==> src/rtl/dht11_responder.sv <==
// DHT11 responder: answers a host start pulse with the ack handshake and a 40-bit frame on an open-drain bus.
// Reset is synchronous. Outputs decode from the state, so the bus is released on the first reset edge.
module dht11_responder #(
  parameter int unsigned START_MIN_LOW = 1_000_000,
  parameter int unsigned RESP_DELAY    = 3000,
  parameter int unsigned RESP_LOW      = 8000,
  parameter int unsigned RESP_HIGH     = 8000,
  parameter int unsigned BIT_LOW       = 5000,
  parameter int unsigned BIT_HIGH_0    = 2700,
  parameter int unsigned BIT_HIGH_1    = 7000
) (
  input  logic       clk,
  input  logic       rst,
  input  logic       load,
  input  logic [7:0] hum_int_i,
  input  logic [7:0] hum_dec_i,
  input  logic [7:0] temp_int_i,
  input  logic [7:0] temp_dec_i,
  input  logic       corrupt_cs_i,
  input  logic       dht11_data_i,
  output logic       dht11_data_o,
  output logic       dht11_data_o_en,
  output logic       busy,
  output logic       done,
  output logic [7:0] frame_count
);

  // Each phase ends on the cycle its counter reaches length-1.
  localparam logic [20:0] L_START = 21'(START_MIN_LOW - 1);
  localparam logic [20:0] L_RD    = 21'(RESP_DELAY - 1);
  localparam logic [20:0] L_RL    = 21'(RESP_LOW - 1);
  localparam logic [20:0] L_RH    = 21'(RESP_HIGH - 1);
  localparam logic [20:0] L_BL    = 21'(BIT_LOW - 1);
  localparam logic [20:0] L_H0    = 21'(BIT_HIGH_0 - 1);
  localparam logic [20:0] L_H1    = 21'(BIT_HIGH_1 - 1);

  typedef enum logic [3:0] {
    S_IDLE, S_START_LOW, S_WAIT_RELEASE, S_RESP_DELAY, S_RESP_LOW,
    S_RESP_HIGH, S_BIT_LOW, S_BIT_HIGH, S_END_LOW, S_WAIT_HIGH
  } state_t;

  state_t      r_state, w_state_nxt;
  logic        r_sync1, r_sync2;
  logic [20:0] r_cnt;
  logic [20:0] w_high_last;
  logic [5:0]  r_bit_idx;
  logic [39:0] r_tx;
  logic [7:0]  r_sh_hi, r_sh_hd, r_sh_ti, r_sh_td;
  logic        r_sh_cor;
  logic [7:0]  w_cs;
  logic        r_done;
  logic [7:0]  r_frame_count;
  logic        w_bus;
  logic        w_frame_end;

  assign w_bus        = r_sync2;
  assign w_cs         = (r_sh_hi + r_sh_hd + r_sh_ti + r_sh_td) ^ {7'd0, r_sh_cor};
  assign w_high_last  = r_tx[r_bit_idx] ? L_H1 : L_H0;
  assign w_frame_end  = (r_state == S_END_LOW) && (w_state_nxt == S_WAIT_HIGH);
  assign dht11_data_o = 1'b0;
  assign done         = r_done;
  assign frame_count  = r_frame_count;

  always_ff @(posedge clk) begin
    if (rst) r_state <= S_IDLE;
    else     r_state <= w_state_nxt;
  end

  always_comb begin
    w_state_nxt     = r_state;
    dht11_data_o_en = 1'b0;
    busy            = 1'b0;
    case (r_state)
      S_IDLE:         if (!w_bus) w_state_nxt = S_START_LOW;
      S_START_LOW: begin
        if (w_bus)                 w_state_nxt = S_IDLE;
        else if (r_cnt == L_START) w_state_nxt = S_WAIT_RELEASE;
      end
      S_WAIT_RELEASE: if (w_bus) w_state_nxt = S_RESP_DELAY;
      S_RESP_DELAY:   if (r_cnt == L_RD) w_state_nxt = S_RESP_LOW;
      S_RESP_LOW: begin
        dht11_data_o_en = 1'b1;
        busy            = 1'b1;
        if (r_cnt == L_RL) w_state_nxt = S_RESP_HIGH;
      end
      S_RESP_HIGH: begin
        busy = 1'b1;
        if (r_cnt == L_RH) w_state_nxt = S_BIT_LOW;
      end
      S_BIT_LOW: begin
        dht11_data_o_en = 1'b1;
        busy            = 1'b1;
        if (r_cnt == L_BL) w_state_nxt = S_BIT_HIGH;
      end
      S_BIT_HIGH: begin
        busy = 1'b1;
        if (r_cnt == w_high_last)
          w_state_nxt = (r_bit_idx == 6'd0) ? S_END_LOW : S_BIT_LOW;
      end
      S_END_LOW: begin
        dht11_data_o_en = 1'b1;
        busy            = 1'b1;
        if (r_cnt == L_BL) w_state_nxt = S_WAIT_HIGH;
      end
      // Hold here until the bus is seen high so a stuck-low line cannot retrigger.
      S_WAIT_HIGH:    if (w_bus) w_state_nxt = S_IDLE;
      default:        w_state_nxt = S_IDLE;
    endcase
  end

  always_ff @(posedge clk) begin
    if (rst) begin
      r_sync1       <= 1'b1;
      r_sync2       <= 1'b1;
      r_cnt         <= '0;
      r_bit_idx     <= '0;
      r_tx          <= '0;
      r_sh_hi       <= '0;
      r_sh_hd       <= '0;
      r_sh_ti       <= '0;
      r_sh_td       <= '0;
      r_sh_cor      <= 1'b0;
      r_done        <= 1'b0;
      r_frame_count <= '0;
    end else begin
      r_sync1 <= dht11_data_i;
      r_sync2 <= r_sync1;

      if (w_state_nxt != r_state) r_cnt <= '0;
      else if (r_cnt != '1)       r_cnt <= r_cnt + 21'd1;

      if (load) begin
        r_sh_hi  <= hum_int_i;
        r_sh_hd  <= hum_dec_i;
        r_sh_ti  <= temp_int_i;
        r_sh_td  <= temp_dec_i;
        r_sh_cor <= corrupt_cs_i;
      end

      // Snapshot uses the pre-load shadow values if load coincides with release.
      if (r_state == S_WAIT_RELEASE && w_state_nxt == S_RESP_DELAY)
        r_tx <= {r_sh_hi, r_sh_hd, r_sh_ti, r_sh_td, w_cs};

      if (r_state == S_RESP_HIGH)
        r_bit_idx <= 6'd39;
      else if (r_state == S_BIT_HIGH && w_state_nxt == S_BIT_LOW)
        r_bit_idx <= r_bit_idx - 6'd1;

      r_done <= w_frame_end;
      if (w_frame_end) r_frame_count <= r_frame_count + 8'd1;
    end
  end

endmodule

==> config.mk <==
export PLATFORM = sky130hd
export DESIGN_NAME = dht11_responder
export DESIGN_NICKNAME = d
export VERILOG_FILES = /design/src/rtl/dht11_responder.sv
export SDC_FILE = /design/constraint.sdc
export NUM_CORES = 1
export LEC_CHECK = 0
export BUFFER_PORTS_ARGS = -buffer_cell sky130_fd_sc_hd__buf_2
export CAP_MARGIN = 20
export CORE_MARGIN = 5
export CORE_UTILIZATION = 39
export CTS_CLUSTER_SIZE = 40
export DETAILED_ROUTE_END_ITERATION = 7
export GPL_ROUTABILITY_DRIVEN = 0
export PLACE_DENSITY = 0.6
export SLEW_MARGIN = 10
export SYNTH_ARGS = -nofsm -noshare
export SYNTH_HDL_FRONTEND = slang
export SYNTH_SLANG_ARGS = --single-unit
export TNS_END_PERCENT = 10
==> constraint.sdc <==
create_clock -name clk -period 3.3 [get_ports clk]
set_input_delay 0.165 -clock clk [delete_from_list [all_inputs] [get_ports clk]]
set_output_delay 0.165 -clock clk [all_outputs]
set_load 0.02 [all_outputs]
Yosys cells after proc, flatten, opt, wreduce, memory -nomap -nowiden
Index checks and enable logic that the tools add are counted.
W data, S select, Z words.
Word-level totals
  register bits: 115
  input bits: 37
  output and inout bits: 12
  logic and storage cells: 71
Operators by class
  add/sub/neg operators: 6
  order comparisons: 1
  equal/unequal tests: 19
  multiplexer cells: 20
  bitwise gates (word level): 1
  reduce and logical (&&, ||, !) cells: 10
Operators with widths (number)
  $mux W4: 12
  $eq A21 B13 Y1 const B: 2
  $pmux W4 S10: 1
  $add A8 B8 Y8: 3
  $add A21 B1 Y21 const B: 1
  $eq A21 B12 Y1 const B: 1
  $eq A21 B13 Y1: 1
  $eq A21 B20 Y1 const B: 1
  $ne A21 B21 Y1 const B: 1
  $eq A4 B3 Y1 const B: 5
  $mux W13: 1
  $eq A4 B2 Y1 const B: 3
  $eq A4 B4 Y1 const B: 3
  $mux W6: 2
  $add A8 B1 Y8 const B: 1
  $xor A8 B1 Y8: 1
  $lt A6 B7 Y1 const B: 1
  $bmux W1 S6: 1
  $logic_not A6 Y1: 1
  $sub A6 B1 Y6 const B: 1
  $reduce_or A5 Y1: 1
  $eq A4 B1 Y1 const B: 1
  $logic_not A4 Y1: 1
  $ne A4 B4 Y1: 1
  5 further kinds: 10

Depth between registers and ports, before layout
  depth after elaboration: 10
  gate-level depth with buffers: 12
  gate-level depth less buffers: 12

Least setup slack after synthesis
OpenSTA, ideal clock, no wires.
  kind: register -> register
  start: register r_sh_hi[1]
  end: register r_tx[7]
  library setup time: 86 ps
  data arrival time: 2708 ps
  data required time: 3214 ps
  setup slack: 507 ps
  cell stages (with the launch flop): 13
  buffers on the path: 0
  period minus slack after synthesis: 2793 ps
  cells stage by stage: dfxtp_1 fa_1 fa_1 ha_1 inv_1 fa_1 inv_1 a21oi_1 o21bai_1 a21o_1 a21oi_1 xnor2_1 a211oi_1
On the way
  longest elaborated chain between the ends: 4
RTL lines
  from (decl): RTL line 48  | logic [7:0] r_sh_hi, r_sh_hd, r_sh_ti, r_sh_td;
  from (signal assigned): RTL line 133  | r_sh_hi <= hum_int_i;
  $add A8 B8 Y8 (3 in a row): RTL line 57  | assign w_cs = (r_sh_hi + r_sh_hd + r_sh_ti + r_sh_td) ^ {7'd0, r_sh_cor};
  $xor A8 B1 Y8: RTL line 57
  to (signal assigned): RTL line 142  | r_tx <= {r_sh_hi, r_sh_hd, r_sh_ti, r_sh_td, w_cs};
  to (decl): RTL line 47  | logic [39:0] r_tx;
Every way passes these cells.
A chain may end at the register's enable or synchronous reset.

Worst setup path in the final report
Same ends and word-level chain as after synthesis.

==> out/qor.yml <==
ios: 49
port-buffer-count: 47
syn-cell-area_um2: 5920
synthTopCellsByCount: "115 x dfxtp_1, 96 x nand2_1, 67 x nor2_1"
yosys.area_share.adder: 0.0685
synth_top_cell_by_area: "dfxtp_1"
run_status: "completed"
synthMuxAreaShare: 0.108
busiest_layer: "met2"
worst_pin_slew_ns: 0.990
die_x_um: 133
final-hold-violation-count: 0
fin_crit_ns: 2.95
die_area_um2: 17700
drt_iter0_drc: 246
syn_avg_cell_area_um2: 9.01
place_hpwl_um: 10300
clockBufferDepth: 2
ir_drop_mv: 0.371
num_vias: 4830
setup_viol: 0
power_uw: 3590
detail-route-antenna-nets: 0
synth_top_area_share: 0.389
rr_startpoint: "r_sh_hi[1]"
grt_use_met1: 0.205
swShare: 0.235
ys.warnings.count: 0
grt.overflow.total: 0
grt_max_degree: 92
p_comb_frac: 0.080
synth_compound_area_frac: 0.107
die_y_um: 133
viasPerCell: 5.26
drc: 0
grtUsageMet2: 0.290
synth_enable_flop_cells: 0
drive_gt1_frac: 0.160
r2r_slack_ns: 0.35
critPathMaxFanout: 3
max_stage_delay_ns: 0.52
grt_usage: 0.169
reg2reg_depth: 12
worstHoldPathType: "input port to flop"
synth_xor_area_frac: 0.0488
power_frac_clock: 0.516
worstSetupEndpoint: "r_tx[7]"
ys_seq_area_frac: 0.389
cp-end-kind: "flop"
period_share: 0.894
cts_buffers: 17
routedWlPerCell_um: 15.6
cp_slowest_cell: "fa_1"
cts.htree.levels: 4
area_delta_synth_final_pct: 20.5
cp_data_arrival_time_ns: 3.28
fmax_ghz: 0.339
syn_nets: 718
slew_violations: 0
firstDrtPassIters: 4
power.internal_uw: 2750
rsz0062_at_grt: "no"
cts_root_buffer: "clkbuf_16"
synthArstFlopShare: 0
seqPwrFrac: 0.404
yosysMostFrequentCell: "dfxtp_1"
min_from: "hum_dec_i[4]"
synth_simple_gate_area_frac: 0.236
start_kind: "flop"
start_util: 0.394
p_switching_uw: 844
relSlewSlack: 0.335
synth_top_family_by_area: "simple AND/OR/NAND/NOR gates"
synthCells: 657
path_class: "flop to flop"
powerDensity_nw_per_um2: 503
drv_cap: 0
final.setup_skew_ns: 0.00950
synth.distinct_cells: 66
diodes: 0
routed_wl_um: 14300
antenna_found_initial: 0
synth-main-ff-cell: "dfxtp_1"
rows: 45
critical_path.cell_chain: "fa_1, fa_1, ha_1, inv_1, fa_1, inv_1, a21oi_1, o21bai_1, a21o_1, a21oi_1, xnor2_1, a211oi_1"
cts.sinks: 115
leakagePower_uw: 0.00271
path_clk_slew_ns: 0.06
grt_pass1_vias: 4796
yosys-top-cells-area: "dfxtp_1 39%, mux2i_1 7.8%, nand2_1 6.1%, fa_1 4.7%, a21oi_1 4.4%"
grtUsageMet3: 0.0449
clock_latency_ns: 0.42
timing.rr.end: "r_tx[7]"
core_um2: 15000
crit_start: "r_sh_hi[1]"
required_ns: 3.63
cts_tree: "yes"
num-nets-final: 779
grt_pass1_wl_um: 24100
final.setup.tns_ns: 0
ys_seq_elements: 115
crit_top_cell: "fa_1"
[registers in the layout, summed over array words and instances (netlist names)]
register / flops
r_sh_hi: 8
done: 1
r_state: 4
frame_count: 8
r_sync1: 1
r_sh_hd: 8
r_tx: 40
r_sh_ti: 8
r_sh_cor: 1
r_sync2: 1
r_cnt: 21
r_bit_idx: 6
r_sh_td: 8
[repair_timing]
| item | CTS | global route |
|---|---|---|
| resized for setup | 0 | 0 |
| buffers inserted | 0 | 0 |
| hold endpoints to repair | 25 | 0 |
| hold buffers | 25 | 0 |
[routing by layer]
metal / share of wire / vias up / routed length (um)
met5: 0 / - / 0
met4: 0.014 / 0 / 200
met3: 0.037 / 20 / 532
met2: 0.51 / 94 / 7340
met1: 0.44 / 2294 / 6260
li1: - / 2422 / -
[layout by cell type (no fill, tap or decap), types with 5 or more instances in the layout]
master | synthesis | final
clkbuf_16 | 0 | 17
nand3_1 | 13 | 13
mux2i_1 | 46 | 46
ha_1 | 10 | 10
mux4_2 | 5 | 5
dlygate4sd3_1 | 0 | 25
a21oi_1 | 52 | 52
and3_1 | 6 | 6
buf_2 | 6 | 47
inv_1 | 18 | 18
nor2_1 | 67 | 66
nand2_1 | 96 | 96
nand2b_1 | 8 | 8
o21ai_0 | 5 | 5
nor4_1 | 10 | 10
nor3_1 | 22 | 22
nor3_2 | 6 | 6
a211oi_1 | 7 | 7
xnor2_1 | 26 | 26
buf_4 | 1 | 11
dfxtp_1 | 115 | 115
xor2_1 | 7 | 7
nand4_1 | 9 | 9
and2_1 | 6 | 6
fa_1 | 14 | 14
[power groups by stage]
stage               Clock (uW)  Combinational [uW]  Sequential [uW]
floorplan                    0                 195             1470
global placement             0                 257             1480
detailed placement           0                 266             1480
CTS                       1890                 290             1450
global route              1960                 322             1460
finish                    1850                 286             1450
[kinds of logic (layout without fill, tap and decap cells)]
logic type      after synthesis  count (layout)
simple gates                275             275
other cells                   1               1
fa+ha+maj                    24              24
compound gates               96              96
mux                          54              54
xor+xnor                     33              33
buf+inv                      59             133
flops                       115             115
[how the worst min path moves through the flow]
stage               depth (start not counted)  slack (ns)    endpoint
detailed placement                          2        0.36     r_sync1
global route                                3        0.01    r_sh_cor
CTS                                         3       0.001  r_sh_hi[3]
finish                                      3        0.01  r_sh_hd[4]
global placement                            2        0.36     r_sync1
floorplan                                   1        0.27     r_sync1
[per-stage QoR]
step | std cells | cell area [um2] | setup slack (ns) | hold slack [ns] | utilization
2_1_floorplan | 657 | 5920 | 0.507 | 0.269 | -
3_3_place_gp | 862 | 6290 | 0.393 | 0.356 | 0.418
3_5_place_dp | 862 | 6290 | 0.359 | 0.359 | 0.418
4_1_cts | 919 | 7130 | 0.339 | 0.00137 | 0.474
5_1_grt | 919 | 7130 | 0.153 | 0.0103 | 0.474
6_report | 919 | 7130 | 0.349 | 0.0117 | 0.474
[critical path, delay by kind of cell, from the launching register on]
kind	cells	cell delay, ns
AO/OA/AOI/OAI	5	0.71
buffers and inverters	2	0.13
XOR/XNOR	1	0.12
flip-flops	1	0.34
adder cells (fa/ha/maj)	4	1.58
[cell type report]
class,count,area [um2]
clock inverters,12,156
flip-flops and latches,115,2300
well taps,188,235
inverters,18,67.6
clock buffers,20,437
fillers,1412,7900
repair buffers,83,568
multi-input cells,483,3360
Power figures use the tool's default switching activity.
